File: config.mk
export PLATFORM = sky130hd
export DESIGN_NAME = enemy_scheduler
export DESIGN_NICKNAME = d
export VERILOG_FILES = /design/src/rtl/enemy_scheduler.sv
export SDC_FILE = /design/constraint.sdc
export NUM_CORES = 1
export LEC_CHECK = 0
export CAP_MARGIN = 20
export CORE_MARGIN = 2
export CORE_UTILIZATION = 35
export CTS_BUF_LIST = sky130_fd_sc_hd__clkbuf_8
export DETAILED_ROUTE_END_ITERATION = 7
export DONT_BUFFER_PORTS = 1
export PLACE_DENSITY = 0.46
export SLEW_MARGIN = 20
export SYNTH_ARGS = -nofsm -noshare
export SYNTH_HDL_FRONTEND = slang
export SYNTH_SLANG_ARGS = --single-unit
File: constraint.sdc
create_clock -name clk -period 2.5 [get_ports clk]
set_clock_uncertainty 0.1 [all_clocks]
set_input_delay 0.25 -clock clk [delete_from_list [all_inputs] [get_ports clk]]
set_output_delay 0.25 -clock clk [all_outputs]
set_load 0.05 [all_outputs]
File: src/rtl/enemy_scheduler.sv
// enemy_scheduler: lifecycle controller for a bank of turtle enemies.
// Spawns each slot as the camera approaches, turns collision events into
// the turtles' toggle-style impulse inputs, sequences shell recovery and
// kicks, drives each turtle's reset line and emits score events.
//
// Handshake: collide_valid is a one-cycle qualifier for collide_slot and
// collide_stomp; there is no ready, so every valid event is consumed in the
// cycle it is presented (or ignored if the target slot cannot react).
module enemy_scheduler #(
   parameter int                       NUM_SLOTS    = 4,
   parameter logic [11*NUM_SLOTS-1:0]  SPAWN_X      = {11'd600, 11'd400, 11'd200, 11'd100},
   parameter int                       SPAWN_DIST   = 320,
   parameter int                       SHELL_FRAMES = 180,
   localparam int                      SW           = (NUM_SLOTS > 1) ? $clog2(NUM_SLOTS) : 1
) (
   input  logic                   clk,
   input  logic                   rstn,
   input  logic                   frame_tick,
   input  logic [10:0]            cam_x,
   input  logic                   collide_valid,
   input  logic [SW-1:0]          collide_slot,
   input  logic                   collide_stomp,
   input  logic [NUM_SLOTS-1:0]   offscreen,
   output logic [NUM_SLOTS-1:0]   initial_show,
   output logic [NUM_SLOTS-1:0]   collapsion_impulse,
   output logic [NUM_SLOTS-1:0]   press_impulse,
   output logic [NUM_SLOTS-1:0]   turtle_rst,
   output logic                   score_pulse,
   output logic [SW-1:0]          score_slot,
   output logic [3*NUM_SLOTS-1:0] slot_state
);

   typedef enum logic [2:0] {
      S_EMPTY  = 3'd0,
      S_WALK   = 3'd1,
      S_SHELL  = 3'd2,
      S_KICKED = 3'd3,
      S_DEAD   = 3'd4
   } state_t;

   localparam logic [11:0] DIST12   = 12'(SPAWN_DIST);
   localparam logic [7:0]  SHELL_LAST = 8'(SHELL_FRAMES - 1);

   state_t               st      [NUM_SLOTS];
   logic [7:0]           timer   [NUM_SLOTS];
   logic [NUM_SLOTS-1:0] spawned;
   logic [NUM_SLOTS-1:0] spawn_ok;
   logic [NUM_SLOTS-1:0] hit;

   // Per-slot spawn test (12-bit so cam_x + distance cannot wrap) and collide decode.
   // Out-of-range slot numbers simply never match any slot.
   always_comb begin
      spawn_ok = '0;
      hit      = '0;
      for (int i = 0; i < NUM_SLOTS; i++) begin
         spawn_ok[i] = ({1'b0, cam_x} + DIST12) >= {1'b0, SPAWN_X[11*i +: 11]};
         hit[i]      = collide_valid && (int'(collide_slot) == i);
      end
   end

   // Debug view of every slot's state code.
   always_comb begin
      slot_state = '0;
      for (int i = 0; i < NUM_SLOTS; i++) begin
         slot_state[3*i +: 3] = st[i];
      end
   end

   // Per-slot lifecycle FSMs with registered outputs; offscreen beats collide.
   always_ff @(posedge clk) begin
      if (rstn) begin
         for (int i = 0; i < NUM_SLOTS; i++) begin
            st[i]    <= S_EMPTY;
            timer[i] <= 8'd0;
         end
         spawned            <= '0;
         initial_show       <= '0;
         collapsion_impulse <= '0;
         press_impulse      <= '0;
         turtle_rst         <= '1;
         score_pulse        <= 1'b0;
         score_slot         <= '0;
      end else begin
         score_pulse <= 1'b0;
         for (int i = 0; i < NUM_SLOTS; i++) begin
            case (st[i])
               S_EMPTY: begin
                  if (spawn_ok[i] && !spawned[i]) begin
                     st[i]           <= S_WALK;
                     spawned[i]      <= 1'b1;
                     turtle_rst[i]   <= 1'b0;
                     initial_show[i] <= 1'b1;
                  end else begin
                     turtle_rst[i]   <= 1'b1;
                     initial_show[i] <= 1'b0;
                  end
               end
               S_WALK: begin
                  turtle_rst[i] <= 1'b0;
                  if (offscreen[i]) begin
                     st[i]           <= S_DEAD;
                     initial_show[i] <= 1'b0;
                  end else if (hit[i] && collide_stomp) begin
                     press_impulse[i] <= ~press_impulse[i];
                     timer[i]         <= 8'd0;
                     st[i]            <= S_SHELL;
                     score_pulse      <= 1'b1;
                     score_slot       <= SW'(i);
                  end else if (hit[i]) begin
                     collapsion_impulse[i] <= ~collapsion_impulse[i];
                  end
               end
               S_SHELL: begin
                  turtle_rst[i] <= 1'b0;
                  if (offscreen[i]) begin
                     st[i]           <= S_DEAD;
                     initial_show[i] <= 1'b0;
                  end else if (hit[i]) begin
                     press_impulse[i] <= ~press_impulse[i];
                     st[i]            <= S_KICKED;
                     score_pulse      <= 1'b1;
                     score_slot       <= SW'(i);
                  end else if (frame_tick && (timer[i] == SHELL_LAST)) begin
                     // Recovery: pulse the turtle's reset so it comes back walking.
                     st[i]         <= S_WALK;
                     timer[i]      <= 8'd0;
                     turtle_rst[i] <= 1'b1;
                  end else if (frame_tick) begin
                     timer[i] <= timer[i] + 8'd1;
                  end
               end
               S_KICKED: begin
                  turtle_rst[i] <= 1'b0;
                  if (offscreen[i]) begin
                     st[i]           <= S_DEAD;
                     initial_show[i] <= 1'b0;
                  end else if (hit[i] && collide_stomp) begin
                     press_impulse[i] <= ~press_impulse[i];
                     timer[i]         <= 8'd0;
                     st[i]            <= S_SHELL;
                  end else if (hit[i]) begin
                     collapsion_impulse[i] <= ~collapsion_impulse[i];
                  end
               end
               default: begin
                  // DEAD: hidden, released from reset, impulses frozen until rstn.
                  st[i]           <= S_DEAD;
                  turtle_rst[i]   <= 1'b0;
                  initial_show[i] <= 1'b0;
               end
            endcase
         end
      end
   end

endmodule

# Yosys cells after proc, flatten, opt, wreduce, memory -nomap -nowiden
# Memory sizes are Yosys's and may differ from the RTL's.
# Index checks and enable logic that the tools add are counted.
dict set report op_classes {
  eq_ne 39
  muxes 295
  n_addsub 5
  n_mul 0
  shift 0
  div 0
  bitwise_logic 68
  reduce_logical 53
  order_cmp 4
}
# operator n
set op_table {}
lappend op_table {{2-to-1 mux 1 bit} 207}
lappend op_table {{2-to-1 mux 8 bit} 16}
lappend op_table {{2-to-1 mux 3 bit} 36}
lappend op_table {{bitwise OR 1 bit} 52}
lappend op_table {{adder 8 x 1 -> 8 bit (second input constant)} 4}
lappend op_table {{equality test 8 bit (second input constant)} 4}
lappend op_table {{2-to-1 mux 2 bit} 16}
lappend op_table {{case mux 1 bit (2 select lines)} 16}
lappend op_table {{equality test 3 x 2 -> 1 bit (second input constant)} 8}
lappend op_table {{!= test 2 bit (second input constant)} 12}
lappend op_table {{AND reduction 5 bit} 4}
lappend op_table {{logical AND 1 bit} 16}
lappend op_table {{!= test 2 x 1 -> 1 bit (second input constant)} 8}
lappend op_table {{inverter 1 bit} 16}
lappend op_table {{case mux 2 bit (2 select lines)} 4}
lappend op_table {{AND reduction 4 bit} 4}
lappend op_table {{OR reduction 4 bit} 4}
lappend op_table {{adder 11 x 9 -> 12 bit (second input constant)} 1}
lappend op_table {{equality test 3 x 1 -> 1 bit (second input constant)} 4}
lappend op_table {{greater-or-equal comparator 12 x 10 -> 1 bit (second input constant)} 1}
lappend op_table {{greater-or-equal comparator 12 x 7 -> 1 bit (second input constant)} 1}
lappend op_table {{greater-or-equal comparator 12 x 8 -> 1 bit (second input constant)} 1}
lappend op_table {{greater-or-equal comparator 12 x 9 -> 1 bit (second input constant)} 1}
lappend op_table {{logical NOT 3 bit} 4}
lappend op_table {{other kinds (8)} 24}
dict set report totals {
  elab_cells 485
  ff_bits 23
  in_bits 22
  ramBits 44
  latchBits 0
  out_inout_bits 31
  rom_bits 0
  n_memories 2
}
# name depth width read_ports rd_clocked_by_memory_dff wr line_no
set mem_list {}
lappend mem_list {timer 4 8 4 0 4 45} ;# logic [7:0] timer [NUM_SLOTS];
lappend mem_list {st 4 3 4 0 4 44} ;# state_t st [NUM_SLOTS];

# Longest topological paths before layout
dict set report depth {
  ltp_word 16
  ltp_mapped 7
  ltp_nobuf 7
}

# Least setup slack after synthesis
# OpenSTA, ideal clock, no wires.
dict set report synth_timing {
  path_kind {register to register}
  start {memory st[1][2] (netlist name)}
  end {memory timer[1][0], enable pin}
  setup_ps 384
  path_stages_with_launch 3
  path_buffers 0
  synth_period_minus_slack_ps 2249
  arrival_time_ps 1765
  slack_ps 251
  required_time_ps 2016
  cell_sequence {edfxtp_1 > or3_4 > o21ai_0}
}
# item line_no
set synth_lines {}
lappend synth_lines {{from (decl)} 44}
lappend synth_lines {{to (decl)} 45}

==> flow_summary.toml <==
[cells_and_area]
final_common_cell = "nor2_1"
drive_above_1_share = 0.101
fillers = 1015
final_cells = 543
final_area_um2 = 4120
final_nets = 432
layout_common_cells = "nor2_1, edfxtp_1, nand3_1"
area_delta_synth_final_pct = 14.2
antennaDiodeCount = 0

[logic_synthesis]
syn_inst = 374
syn_avg_cell_area_um2 = 9.65
syn_nets = 404
synth.distinct_cells = 54
ys_async_sr_fraction = 0
netlist_area_um2 = 3610
synth-seq-cells = 67
ys.flop_type = "edfxtp_1"
ys.warnings.count = 0
synth-edff-count = 44
ys_seq_area_frac = 0.494

[clock_tree]
cts_num_sinks = 67
insertion_delay_ns = 0.35
clkTransAtPathRegs_ns = 0.07
cts_root_buffer = "clkbuf_8"
cts_inserted_buffers = 9
cts_setup_buffers = 0
clockBufferDepth = 2
cts_tree = "yes"
h-tree-depth = 3

[detailed_routing]
via_per_inst = 5.23
drc = 0
dr.pass1.iters = 4
drtAntennaViolNets = 0
wl_per_cell_um = 15.7
dr_total_vias = 2838
drt-initial-drc-count = 126
wirelength_um = 8540

[sta]
finalSetupViolations = 0
slew_headroom = 0.626
finalSetupTns_ns = 0
tightest_slew_ns = 0.560
setup_ws_ns = 0.395
fmax_mhz = 475
finalCriticalPeriod_ns = 2.11
rsz0062_at_grt = "no"
maxSlewViolCount = 0
min_period_over_period = 0.842
whs_ns = 0.0303
hold_violations = 0

[floorplanning]
dieArea_um2 = 11100
start_util = 0.354
rows = 37
die_height_um = 106
die_x_um = 106
num_io_pins = 53
coreArea_um2 = 10200

[placement]
place_inst = 522
io_buffer_count = 0
placed_area_um2 = 3890
place.detailed.hpwl_um = 6050
pre_cts_slack_ns = 0.303
gp_congestion = 0.775

[setup_path]
cp.required_ns = 2.45
rr_startpoint = "st[1][0]$_SDFFCE_PP0P_"
arrival_ns = 2.05
cp_max_fo = 9
critPathLaunchType = "register"
r2r-end = "st[1][1]$_SDFFCE_PP0P_"
rr_worst_depth = 5
critical_path_class = "reg -> reg"
r2r_slack_ns = 0.39
cp-end-kind = "register"

[power]
powerDensity_nw_per_um2 = 891
leakagePower_nw = 1.44
ir_drop_uv = 471

[hold_path]
hold_path_depth = 1
hold_path.class = "in -> reg"
min-delay-start = "rstn"
holdPathEnd = "st[3][0]$_SDFFCE_PP0P_"

[run]
cap_violations = 0

[status]
status = "finished, final reports clean"

[global_route]
grt_pass1_wl_um = 14300
grtUsageTotal = 0.166
grt_pass1_vias = 2787
antenna_found_initial = 0
grt_max_degree = 30
globalRouteOverflowTotal = 0
[worst max-delay path: stages (launching register included)]
cell      delay, ns
edfxtp_1       0.51
nor4b_1        0.48
nand3_1        0.27
nor2_1         0.20
nor2_1         0.08
nand3_1        0.16
[layer usage]
| metal | global-route usage | wire length, um |
|---|---|---|
| met1 | 0.225 | 4150 |
| met5 | 0 | 0 |
| met2 | 0.249 | 3780 |
| met4 | 0.0818 | 193 |
| met3 | 0.0390 | 418 |
[synth_stat cells (5+ instances only)]
master | n | area, um2
a21oi_1 | 23 | 115
dfxtp_1 | 23 | 460
edfxtp_1 | 44 | 1320
ha_1 | 8 | 100
inv_1 | 13 | 48.8
nand2_1 | 13 | 48.8
nand2b_1 | 10 | 62.6
nand3_1 | 27 | 135
nand3b_1 | 6 | 45.0
nor2_1 | 72 | 270
nor2b_1 | 6 | 37.5
nor3_1 | 8 | 40.0
o211ai_1 | 6 | 45.0
o21ai_0 | 13 | 65.1
or3_1 | 5 | 31.3
xnor2_1 | 14 | 123
xor2_1 | 17 | 149
[worst max path at each step]
stage / from / end / slack, ns
after global placement: cam_x[6] / st[3][1]$_SDFFCE_PP0P_ / 0.36
after CTS: timer[0][0]$_SDFFCE_PP0P_ / st[0][2]$_SDFFCE_PN0P_ / 0.43
final: st[1][0]$_SDFFCE_PP0P_ / st[1][1]$_SDFFCE_PP0P_ / 0.39
after global routing: st[1][0]$_SDFFCE_PP0P_ / st[1][2]$_SDFFCE_PN0P_ / 0.18
after detailed placement: cam_x[6] / st[3][0]$_SDFFCE_PP0P_ / 0.30
after floorplan: st[1][2]$_SDFFCE_PN0P_ / timer[1][0]$_SDFFCE_PP0P_ / 0.25
[what timing repair did]
action / CTS / global route
gates resized for setup: 0 / 0
hold endpoints to repair: 29 / 0
hold buffers: 5 / 0
[registers in the layout, summed over array words and instances, names as in the netlist]
signal and flops:
turtle_rst 4, spawned 4, initial_show 4, press_impulse 4, score_pulse 1, st 12, score_slot 2, collapsion_impulse 4
timer 32
[layout make-up]
class                      instances  area [um2]  area share
tap                              136         170      0.0413
clock buffer                      11         151      0.0367
clock inverter                     5        21.3     0.00516
timing repair buffer              23         195      0.0473
inverter                          13        48.8      0.0118
sequential                        67        1780       0.432
multi-input combinational        288        1760       0.426
[logic make-up after synthesis]
group,after synthesis,share of synthesized area
AOI/OAI and AO/OA,73,0.134
buffers and inverters,19,0.0201
DFF,67,0.494
and+or+nand+nor,176,0.249
adders and majority gates,8,0.0277
xor gates and xnor gates,31,0.0752
[through the flow]
| step | utilization | power [W] |
|---|---|---|
| global placement | 0.382 | 0.00287 |
| finish | 0.405 | 0.00368 |
| detailed placement | 0.382 | 0.00287 |
| floorplan | - | 0.00255 |
| CTS | 0.405 | 0.00372 |
| global route | 0.405 | 0.00389 |
[power by group]
part / total (W) / switching, W / internal (W)
Sequential: 0.00174 / 0.000332 / 0.00141
Clock: 0.000815 / 0.000414 / 0.000401
Combinational: 0.00112 / 0.000733 / 0.000389
(Power assumes the default switching activity.)
